## src/rtl/button_debouncer_pkg.sv

```systemverilog
// button_debouncer_pkg: press FSM states and defaults shared with the button controller.
package button_debouncer_pkg;
   typedef enum logic [1:0] {IDLE, ACTIVE, REJECT, WAIT_REL} state_t;
   localparam int N_BUTTONS_DEF = 9;
   localparam int DEBOUNCE_CYCLES_DEF = 500000;
endpackage

```

## src/rtl/debounce_bit.sv

```systemverilog
// debounce_bit: two-flop synchroniser followed by a stable-count debouncer for one button.
module debounce_bit
   import button_debouncer_pkg::*;
#(
   parameter int DEBOUNCE_CYCLES = DEBOUNCE_CYCLES_DEF
) (
   input  logic clock,
   input  logic resetn,
   input  logic raw,
   output logic deb
);
   localparam int CNT_W = $clog2(DEBOUNCE_CYCLES + 1);
   logic             sync1_q, sync2_q, deb_q, deb_d;
   logic [CNT_W-1:0] cnt_q, cnt_d;
   always_comb begin
      cnt_d = '0;
      deb_d = deb_q;
      // Any sample matching the current level restarts the count.
      if (sync2_q != deb_q) begin
         if (cnt_q == CNT_W'(DEBOUNCE_CYCLES - 1)) deb_d = sync2_q;
         else cnt_d = cnt_q + CNT_W'(1);
      end
   end
   always_ff @(posedge clock or negedge resetn) begin
      if (!resetn) begin
         sync1_q <= 1'b0;
         sync2_q <= 1'b0;
         deb_q   <= 1'b0;
         cnt_q   <= '0;
      end else begin
         sync1_q <= raw;
         sync2_q <= sync1_q;
         deb_q   <= deb_d;
         cnt_q   <= cnt_d;
      end
   end
   assign deb = deb_q;
endmodule

```

## src/rtl/button_debouncer.sv

```systemverilog
// button_debouncer: debounces every button and emits one clean one-hot pulse per accepted press.
module button_debouncer
   import button_debouncer_pkg::*;
#(
   parameter int N_BUTTONS       = N_BUTTONS_DEF,
   parameter int DEBOUNCE_CYCLES = DEBOUNCE_CYCLES_DEF,
   parameter int PULSE_CYCLES    = 1
) (
   input  logic                 clock,
   input  logic                 resetn,
   input  logic [N_BUTTONS-1:0] raw_buttons,
   output logic [N_BUTTONS-1:0] buttons,
   output logic                 press_valid,
   output logic                 rejected
);
   localparam int TMR_W = (PULSE_CYCLES > 1) ? $clog2(PULSE_CYCLES) : 1;
   logic [N_BUTTONS-1:0] deb, buttons_q, buttons_d;
   logic [TMR_W-1:0]     timer_q, timer_d;
   logic                 press_valid_q, press_valid_d, rejected_q, rejected_d;
   state_t               state_q, state_d;
   for (genvar i = 0; i < N_BUTTONS; i++) begin : g_deb
      debounce_bit #(.DEBOUNCE_CYCLES(DEBOUNCE_CYCLES)) u_deb (
         .clock  (clock),
         .resetn (resetn),
         .raw    (raw_buttons[i]),
         .deb    (deb[i])
      );
   end
   always_comb begin
      state_d       = state_q;
      buttons_d     = buttons_q;
      timer_d       = timer_q;
      press_valid_d = 1'b0;
      rejected_d    = 1'b0;
      case (state_q)
         IDLE: begin
            if ($onehot(deb)) begin
               state_d       = ACTIVE;
               buttons_d     = deb;
               press_valid_d = 1'b1;
               timer_d       = TMR_W'(PULSE_CYCLES - 1);
            end else if (deb != '0) begin
               state_d    = REJECT;
               rejected_d = 1'b1;
               buttons_d  = '0;
            end
         end
         // The latched selection is held regardless of further deb activity.
         ACTIVE: begin
            if (timer_q == '0) begin
               state_d   = WAIT_REL;
               buttons_d = '0;
            end else timer_d = timer_q - TMR_W'(1);
         end
         REJECT: state_d = WAIT_REL;
         default: begin
            buttons_d = '0;
            if (deb == '0) state_d = IDLE;
         end
      endcase
   end
   always_ff @(posedge clock or negedge resetn) begin
      if (!resetn) begin
         state_q       <= IDLE;
         buttons_q     <= '0;
         timer_q       <= '0;
         press_valid_q <= 1'b0;
         rejected_q    <= 1'b0;
      end else begin
         state_q       <= state_d;
         buttons_q     <= buttons_d;
         timer_q       <= timer_d;
         press_valid_q <= press_valid_d;
         rejected_q    <= rejected_d;
      end
   end
   assign buttons     = buttons_q;
   assign press_valid = press_valid_q;
   assign rejected    = rejected_q;
endmodule

```

## config.mk

```make
export PLATFORM = sky130hd
export DESIGN_NAME = button_debouncer
export DESIGN_NICKNAME = d
export VERILOG_FILES = /design/src/rtl/button_debouncer_pkg.sv /design/src/rtl/debounce_bit.sv /design/src/rtl/button_debouncer.sv
export SDC_FILE = /design/constraint.sdc
export NUM_CORES = 1
export LEC_CHECK = 0
export BUFFER_PORTS_ARGS = -buffer_cell sky130_fd_sc_hd__buf_2
export CAP_MARGIN = 20
export CORE_MARGIN = 2
export CORE_UTILIZATION = 57
export CTS_CLUSTER_DIAMETER = 30
export CTS_CLUSTER_SIZE = 16
export DETAILED_ROUTE_END_ITERATION = 8
export PLACE_DENSITY = 0.76
export SETUP_SLACK_MARGIN = 0.2
export SYNTH_ARGS = -nofsm -noshare
export SYNTH_HDL_FRONTEND = slang
export SYNTH_HIERARCHICAL = 1
export SYNTH_SLANG_ARGS = --single-unit
```

## constraint.sdc

```tcl
create_clock -name clock -period 3.6 [get_ports clock]
set_input_delay 0.18 -clock clock [delete_from_list [all_inputs] [get_ports clock]]
set_output_delay 0.18 -clock clock [all_outputs]
set_load 0.03 [all_outputs]
```

==> impl_metrics.env, run 1 <==
export IMPL_fp_row_count=49
export IMPL_fp_dieW_um=140
export IMPL_ant_nets=0
export IMPL_worst_hold_slack_ps=295
export IMPL_rsz0062_at_grt="yes"
export IMPL_cp_required_ps=4030
export IMPL_cp_startpoint="g_deb[0].u_deb/deb"
export IMPL_synth_cells=1031
export IMPL_fin_skew_ps=22.5
export IMPL_cts_path_max_buffers=3
export IMPL_port_buffers=21
export IMPL_core_area_um2=18100
export IMPL_min_period_ps=3730
export IMPL_fmax_ghz=0.268
export IMPL_cap_violations=0
export IMPL_grt_util_met2=0.360
export IMPL_endpoint="buttons[6]"
export IMPL_ir_drop_mv=0.805
export IMPL_grt_pass1_vias=7707
export IMPL_power_density_nw_per_um2=547
export IMPL_ys_ff_latch=211
export IMPL_cts_buffers=46
export IMPL_timing_rr_start="g_deb[0].u_deb/deb"
export IMPL_async_flop_share=1.00
export IMPL_start_util=0.587
export IMPL_place_gp_congestion=0.905
export IMPL_grt_max_degree=115
export IMPL_endpoint_kind="register"
export IMPL_track_usage=0.221
export IMPL_use_met1=0.296
export IMPL_synthDistinctLibCells=40
export IMPL_grt_ovfl_total=0
export IMPL_finalMaxSlewViolations=0
export IMPL_hold_path_class="primary input to register"
export IMPL_drive_gt1_frac=0.151
export IMPL_synth_edf_count=0
export IMPL_post_place_ws_ps=-73.4
export IMPL_hold_viol=0
export IMPL_htree_levels=2
export IMPL_first_iter_violations=539
export IMPL_cts_root_buf="clkbuf_16"
export IMPL_final_net_count=1137
export IMPL_die_h_um=140
export IMPL_cp_max_fo=9
export IMPL_reg2reg_to="buttons[6]"
export IMPL_grt_use_met3=0.0400
export IMPL_area_growth_pct=20.6
export IMPL_worstSkewPairLatency_ps=530
export IMPL_syn_cell_area_um2=10600
export IMPL_dp_hpwl_mm=12.9
export IMPL_synth_warnings=6
export IMPL_setup_ws_ps=-129
export IMPL_synthFlopType="dfrtp_1"
export IMPL_clkSinkCount=211
export IMPL_dieArea_um2=19700
export IMPL_reg2reg_setup_slack_ps=-130
export IMPL_worst_ep_arrival_time_ps=4160
export IMPL_drc=0
export IMPL_worst_pin_slew_ps=979
export IMPL_wl_per_cell_um=15.2
export IMPL_violations="setup timing"
export IMPL_p_leak_nw=5.27
export IMPL_outcome="complete, but fails checks"
export IMPL_period_share=1.04
export IMPL_cts_tree="done"
export IMPL_seq_area_frac_synth=0.498
export IMPL_io_pins=22
export IMPL_cp_start_kind="register"
export IMPL_antenna_found_initial=0
export IMPL_path_class="register to register"
export IMPL_via_per_inst=5.55
export IMPL_worst_r2r_path_depth=13
export IMPL_finalSetupViolations=12
export IMPL_wl_mm=20.8
export IMPL_vias=7610
export IMPL_synth_fp_nets=1063
export IMPL_max_slew_margin=0.345
export IMPL_dr_pass1_iters=5
export IMPL_syn_avg_cell_area_um2=10.3
export IMPL_antennaDiodeCount=0
export IMPL_clkSlewWorstSetupHoldPaths_ps=50
export IMPL_top_usage_layer="met2"
export IMPL_grt_pass1_wl_mm=36.1
[kinds of logic after synthesis]
kind of cell | synth area share
XOR/XNOR | 0.111
multiplexers | 0.0284
buffers and inverters | 0.0373
AO/OA/AOI/OAI | 0.0539
AND/OR/NAND/NOR | 0.244
adder cells (fa/ha/maj) | 0.0283
flip-flops | 0.498
[worst max-delay path: stages (launching register included)]
cell     delay, ps
dfrtp_1        350
inv_2           60
fa_1           560
fa_1           430
fa_1           430
inv_1           80
fa_2           200
inv_2           40
fa_2           340
a211o_1        350
a22o_4         270
a21oi_4        170
buf_12         150
mux2i_1        190
[worst min path at each step]
stage | from | endpoint | cells after the start
after floorplan | resetn | buttons[0] | 0
after global placement | raw_buttons[1] | g_deb[1].u_deb/sync1_q | 1
after detailed placement | raw_buttons[8] | g_deb[8].u_deb/sync1_q | 1
after CTS | raw_buttons[1] | g_deb[1].u_deb/sync1_q | 2
after global routing | raw_buttons[4] | g_deb[4].u_deb/sync1_q | 2
final | raw_buttons[5] | g_deb[5].u_deb/sync1_q | 2
[Yosys cell counts (9+ instances only)]
| library cell | instances | area share |
|---|---|---|
| nor2_1 | 168 | 0.059 |
| mux2i_1 | 20 | 0.019 |
| nor3_1 | 34 | 0.016 |
| and2_1 | 10 | 0.0059 |
| nand3_1 | 64 | 0.030 |
| nor2b_1 | 9 | 0.0053 |
| ha_1 | 16 | 0.019 |
| nor4_1 | 46 | 0.027 |
| xor2_1 | 22 | 0.018 |
| or3_1 | 20 | 0.012 |
| buf_2 | 10 | 0.0047 |
| nand4_1 | 37 | 0.022 |
| a21oi_1 | 27 | 0.013 |
| o21ai_0 | 19 | 0.0090 |
| inv_1 | 69 | 0.024 |
| mux2_2 | 9 | 0.0096 |
| dfrtp_1 | 211 | 0.50 |
| nand2_1 | 55 | 0.019 |
| o41ai_4 | 9 | 0.023 |
| or4_4 | 9 | 0.0096 |
| buf_4 | 9 | 0.0064 |
| xnor2_1 | 112 | 0.092 |
[power by group]
group	total (mW)	internal, mW	switching [mW]
Sequential	2.45	2.41	0.0415
Clock	4.38	3.02	1.37
Combinational	0.159	0.0509	0.108
[flip-flops by register name, summed over array words and instances (netlist names)]
signal,flops
g_deb.u_deb/sync1_q,9
g_deb.u_deb/sync2_q,9
rejected,1
g_deb.u_deb/cnt_q,171
state_q,2
buttons,9
g_deb.u_deb/deb,9
press_valid,1
[per-layer routing]
metal / wire length [um] / vias to the layer above
met3: 768 / 37
met1: 9460 / 3699
met4: 433 / 0
met5: 0 / -
met2: 10200 / 141
li1: - / 3733
[cell usage in the layout, fill, tap and decap left out, types with 8 or more instances in the layout]
master,Yosys,final
nand3_1,64,64
o41ai_4,9,9
a21oi_1,27,27
xor2_1,22,22
nor2_1,168,168
nand4_4,8,8
dfrtp_1,211,211
buf_2,10,20
clkbuf_16,0,49
nand2_1,55,55
nor4b_1,8,8
or4_4,9,9
buf_4,9,13
inv_1,69,66
o21ai_0,19,19
dlygate4sd3_1,0,10
or3_1,20,20
mux2i_1,20,19
nor4_2,8,8
nand4_1,37,37
nor3_1,34,34
ha_1,16,16
xnor2_1,112,112
nor4_1,46,46
nor2b_1,9,9
and2_1,10,10
mux2_2,9,9
[stage by stage]
stage / area (um2) / power [mW] / utilization / setup TNS [ps] / std cells
after global placement: 11000 / 2.64 / 0.606 / 0 / 1270
final: 12800 / 7.00 / 0.707 / -1160 / 1371
after CTS: 12800 / 7.07 / 0.706 / -640 / 1370
after detailed placement: 11000 / 2.64 / 0.606 / -449 / 1270
after floorplan: 10600 / 2.57 / - / 0 / 1031
after global routing: 12800 / 7.22 / 0.707 / -3150 / 1371
[area by class of cell]
cell class,instances,area [um2]
Inverter,69,259
Clock buffer,57,1310
Timing Repair Buffer,47,355
Fill cell,1256,5290
Clock inverter,28,348
Tap cell,229,287
Sequential cell,211,5280
Multi-Input combinational cell,730,4960
[timing repair]
item,4_1_cts,5_1_grt
pin swaps,2,4
hold buffers,10,0
setup buffers,5,1
hold endpoints to repair,120,0
endpoints found under the setup margin,12,13
gates resized for setup,6,3
(Power assumes the default switching activity.)
==> run 2: changes to the inputs <==
SETUP_SLACK_MARGIN = 0.15   (was 0.2)
==> impl_metrics.env, run 2 (synthesis results as in run 1) <==
export IMPL_outcome="complete, but fails checks"
export IMPL_violations="setup timing"
export IMPL_cts_path_max_buffers=3
export IMPL_rsz0062_at_grt="yes"
export IMPL_die_h_um=140
export IMPL_dp_hpwl_mm=12.9
export IMPL_cpLargestDelayFamily="adder cells"
export IMPL_cap_violations=0
export IMPL_reg2reg_to="buttons[6]"
export IMPL_stdcell_count=1369
export IMPL_first_iter_violations=488
export IMPL_finalMaxSlewViolations=0
export IMPL_dieArea_um2=19700
export IMPL_wl_per_cell_um=15.1
export IMPL_clkSlewWorstSetupHoldPaths_ps=50
export IMPL_cp_start_kind="register"
export IMPL_worst_r2r_path_depth=13
export IMPL_max_slew_margin=0.345
export IMPL_fp_dieW_um=140
export IMPL_p_leak_nw=5.26
export IMPL_worst_ep_arrival_time_ps=4170
export IMPL_post_place_ws_ps=-73.4
export IMPL_cts_buffers=46
export IMPL_final_net_count=1135
export IMPL_drc=0
export IMPL_antenna_found_initial=0
export IMPL_largest_register="g_deb.u_deb/cnt_q"
export IMPL_place_gp_congestion=0.905
export IMPL_ant_nets=0
export IMPL_max_stage_delay_ps=560
export IMPL_antennaDiodeCount=0
export IMPL_period_share=1.04
export IMPL_grt_max_degree=115
export IMPL_wl_met2_mm=10.0
export IMPL_io_pins=22
export IMPL_htree_levels=2
export IMPL_port_buffers=21
export IMPL_crit_chain="inv_2 -> fa_1 -> fa_1 -> fa_1 -> inv_1 -> fa_2 -> inv_2 -> fa_1 -> a211o_1 -> a22o_4 -> a21oi_4 -> buf_12 -> mux2i_1"
export IMPL_cp_required_ps=4030
export IMPL_finalSetupViolations=11
export IMPL_endpoint_kind="register"
export IMPL_via_per_inst=5.56
export IMPL_crit_top_cell="fa_1"
export IMPL_top_layer_used="met4"
export IMPL_crit_buf_inv=4
export IMPL_total_power_mw=6.99
export IMPL_timing_rr_start="g_deb[0].u_deb/deb"
export IMPL_wl_met1_mm=9.42
export IMPL_hold_path_class="primary input to asynchronous set/reset pin"
export IMPL_clkSinkCount=211
export IMPL_mostFrequentLayoutCells="dfrtp_1 (211), nor2_1 (168), xnor2_1 (112), inv_1 (66), nand3_1 (64)"
export IMPL_largest_register_ffs=171
export IMPL_area_growth_pct=20.4
export IMPL_vias=7611
export IMPL_dp_cells=1270
export IMPL_reg2reg_setup_slack_ps=-140
export IMPL_wl_met3_um=775
export IMPL_wl_mm=20.7
export IMPL_worstSkewPairLatency_ps=530
export IMPL_cts_tree="done"
export IMPL_grt_ovfl_total=0
export IMPL_path_class="register to register"
export IMPL_drive_gt1_frac=0.149
export IMPL_worst_pin_slew_ps=979
export IMPL_fin_skew_ps=22.3
export IMPL_cp_max_fo=9
export IMPL_core_area_um2=18100
export IMPL_setup_ws_ps=-137
export IMPL_grt_pass1_wl_mm=36.0
export IMPL_ir_drop_mv=0.805
export IMPL_cts_root_buf="clkbuf_16"
export IMPL_hold_viol=0
export IMPL_cp_slowest_cell="fa_1"
export IMPL_fp_row_count=49
export IMPL_power_density_nw_per_um2=548
export IMPL_track_usage=0.220
export IMPL_start_util=0.587
export IMPL_worst_hold_slack_ps=282
export IMPL_min_period_ps=3740
export IMPL_layout_commonest_cell="dfrtp_1"
export IMPL_fmax_ghz=0.268
export IMPL_grt_pass1_vias=7700
export IMPL_dr_pass1_iters=5
[run 2: cell types whose count changed in the layout (fill, tap and decap cells not counted), sizes merged]
| cell | previous run | this run |
|---|---|---|
| buf | 37 | 35 |
[run 2: per-layer routing]
metal / track usage / up-vias
li1: - / 3737
met1: 0.295 / 3688
met2: 0.358 / 149
met3: 0.0400 / 37
met4: 0.0851 / 0
met5: 0 / -
[run 2: final cells by class]
cell class                 count  area, um2
clock buffer                  57       1310
fill                        1258       5310
clock inverter                28        348
inverter                      69        259
tap                          229        287
sequential                   211       5280
timing repair buffer          45        337
multi-input combinational    730       4960
[run 2: where the power goes]
part	switching, mW	total, mW	internal (mW)
clock network	1.36	4.38	3.02
registers	0.0415	2.45	2.41
logic	0.108	0.159	0.0509
[run 2: per-stage QoR]
stage          TNS [ps]   util  instance area, um2
2_1_floorplan         0      -               10600
3_3_place_gp          0  0.606               11000
3_5_place_dp       -449  0.606               11000
4_1_cts            -670  0.705               12800
5_1_grt           -3030  0.706               12800
6_report          -1270  0.706               12800
[run 2: worst max path at each step]
stage                                   from          to  slack, ps  cells after the start
final                     g_deb[0].u_deb/deb  buttons[6]       -140                     13
after global routing      g_deb[0].u_deb/deb  buttons[5]       -300                     13
after global placement    g_deb[1].u_deb/deb  buttons[4]         20                     13
after detailed placement  g_deb[1].u_deb/deb  buttons[4]        -70                     13
after floorplan           g_deb[0].u_deb/deb  buttons[0]         70                     13
after CTS                 g_deb[0].u_deb/deb  buttons[6]        -90                     13
[run 2: what timing repair did]
| item | in CTS | in global routing |
|---|---|---|
| setup endpoints to repair | 11 | 13 |
| setup buffers | 3 | 1 |
| pin swaps | 2 | 2 |
| resized for setup | 3 | 4 |
| hold buffers | 10 | 0 |
| hold endpoints to repair | 120 | 0 |
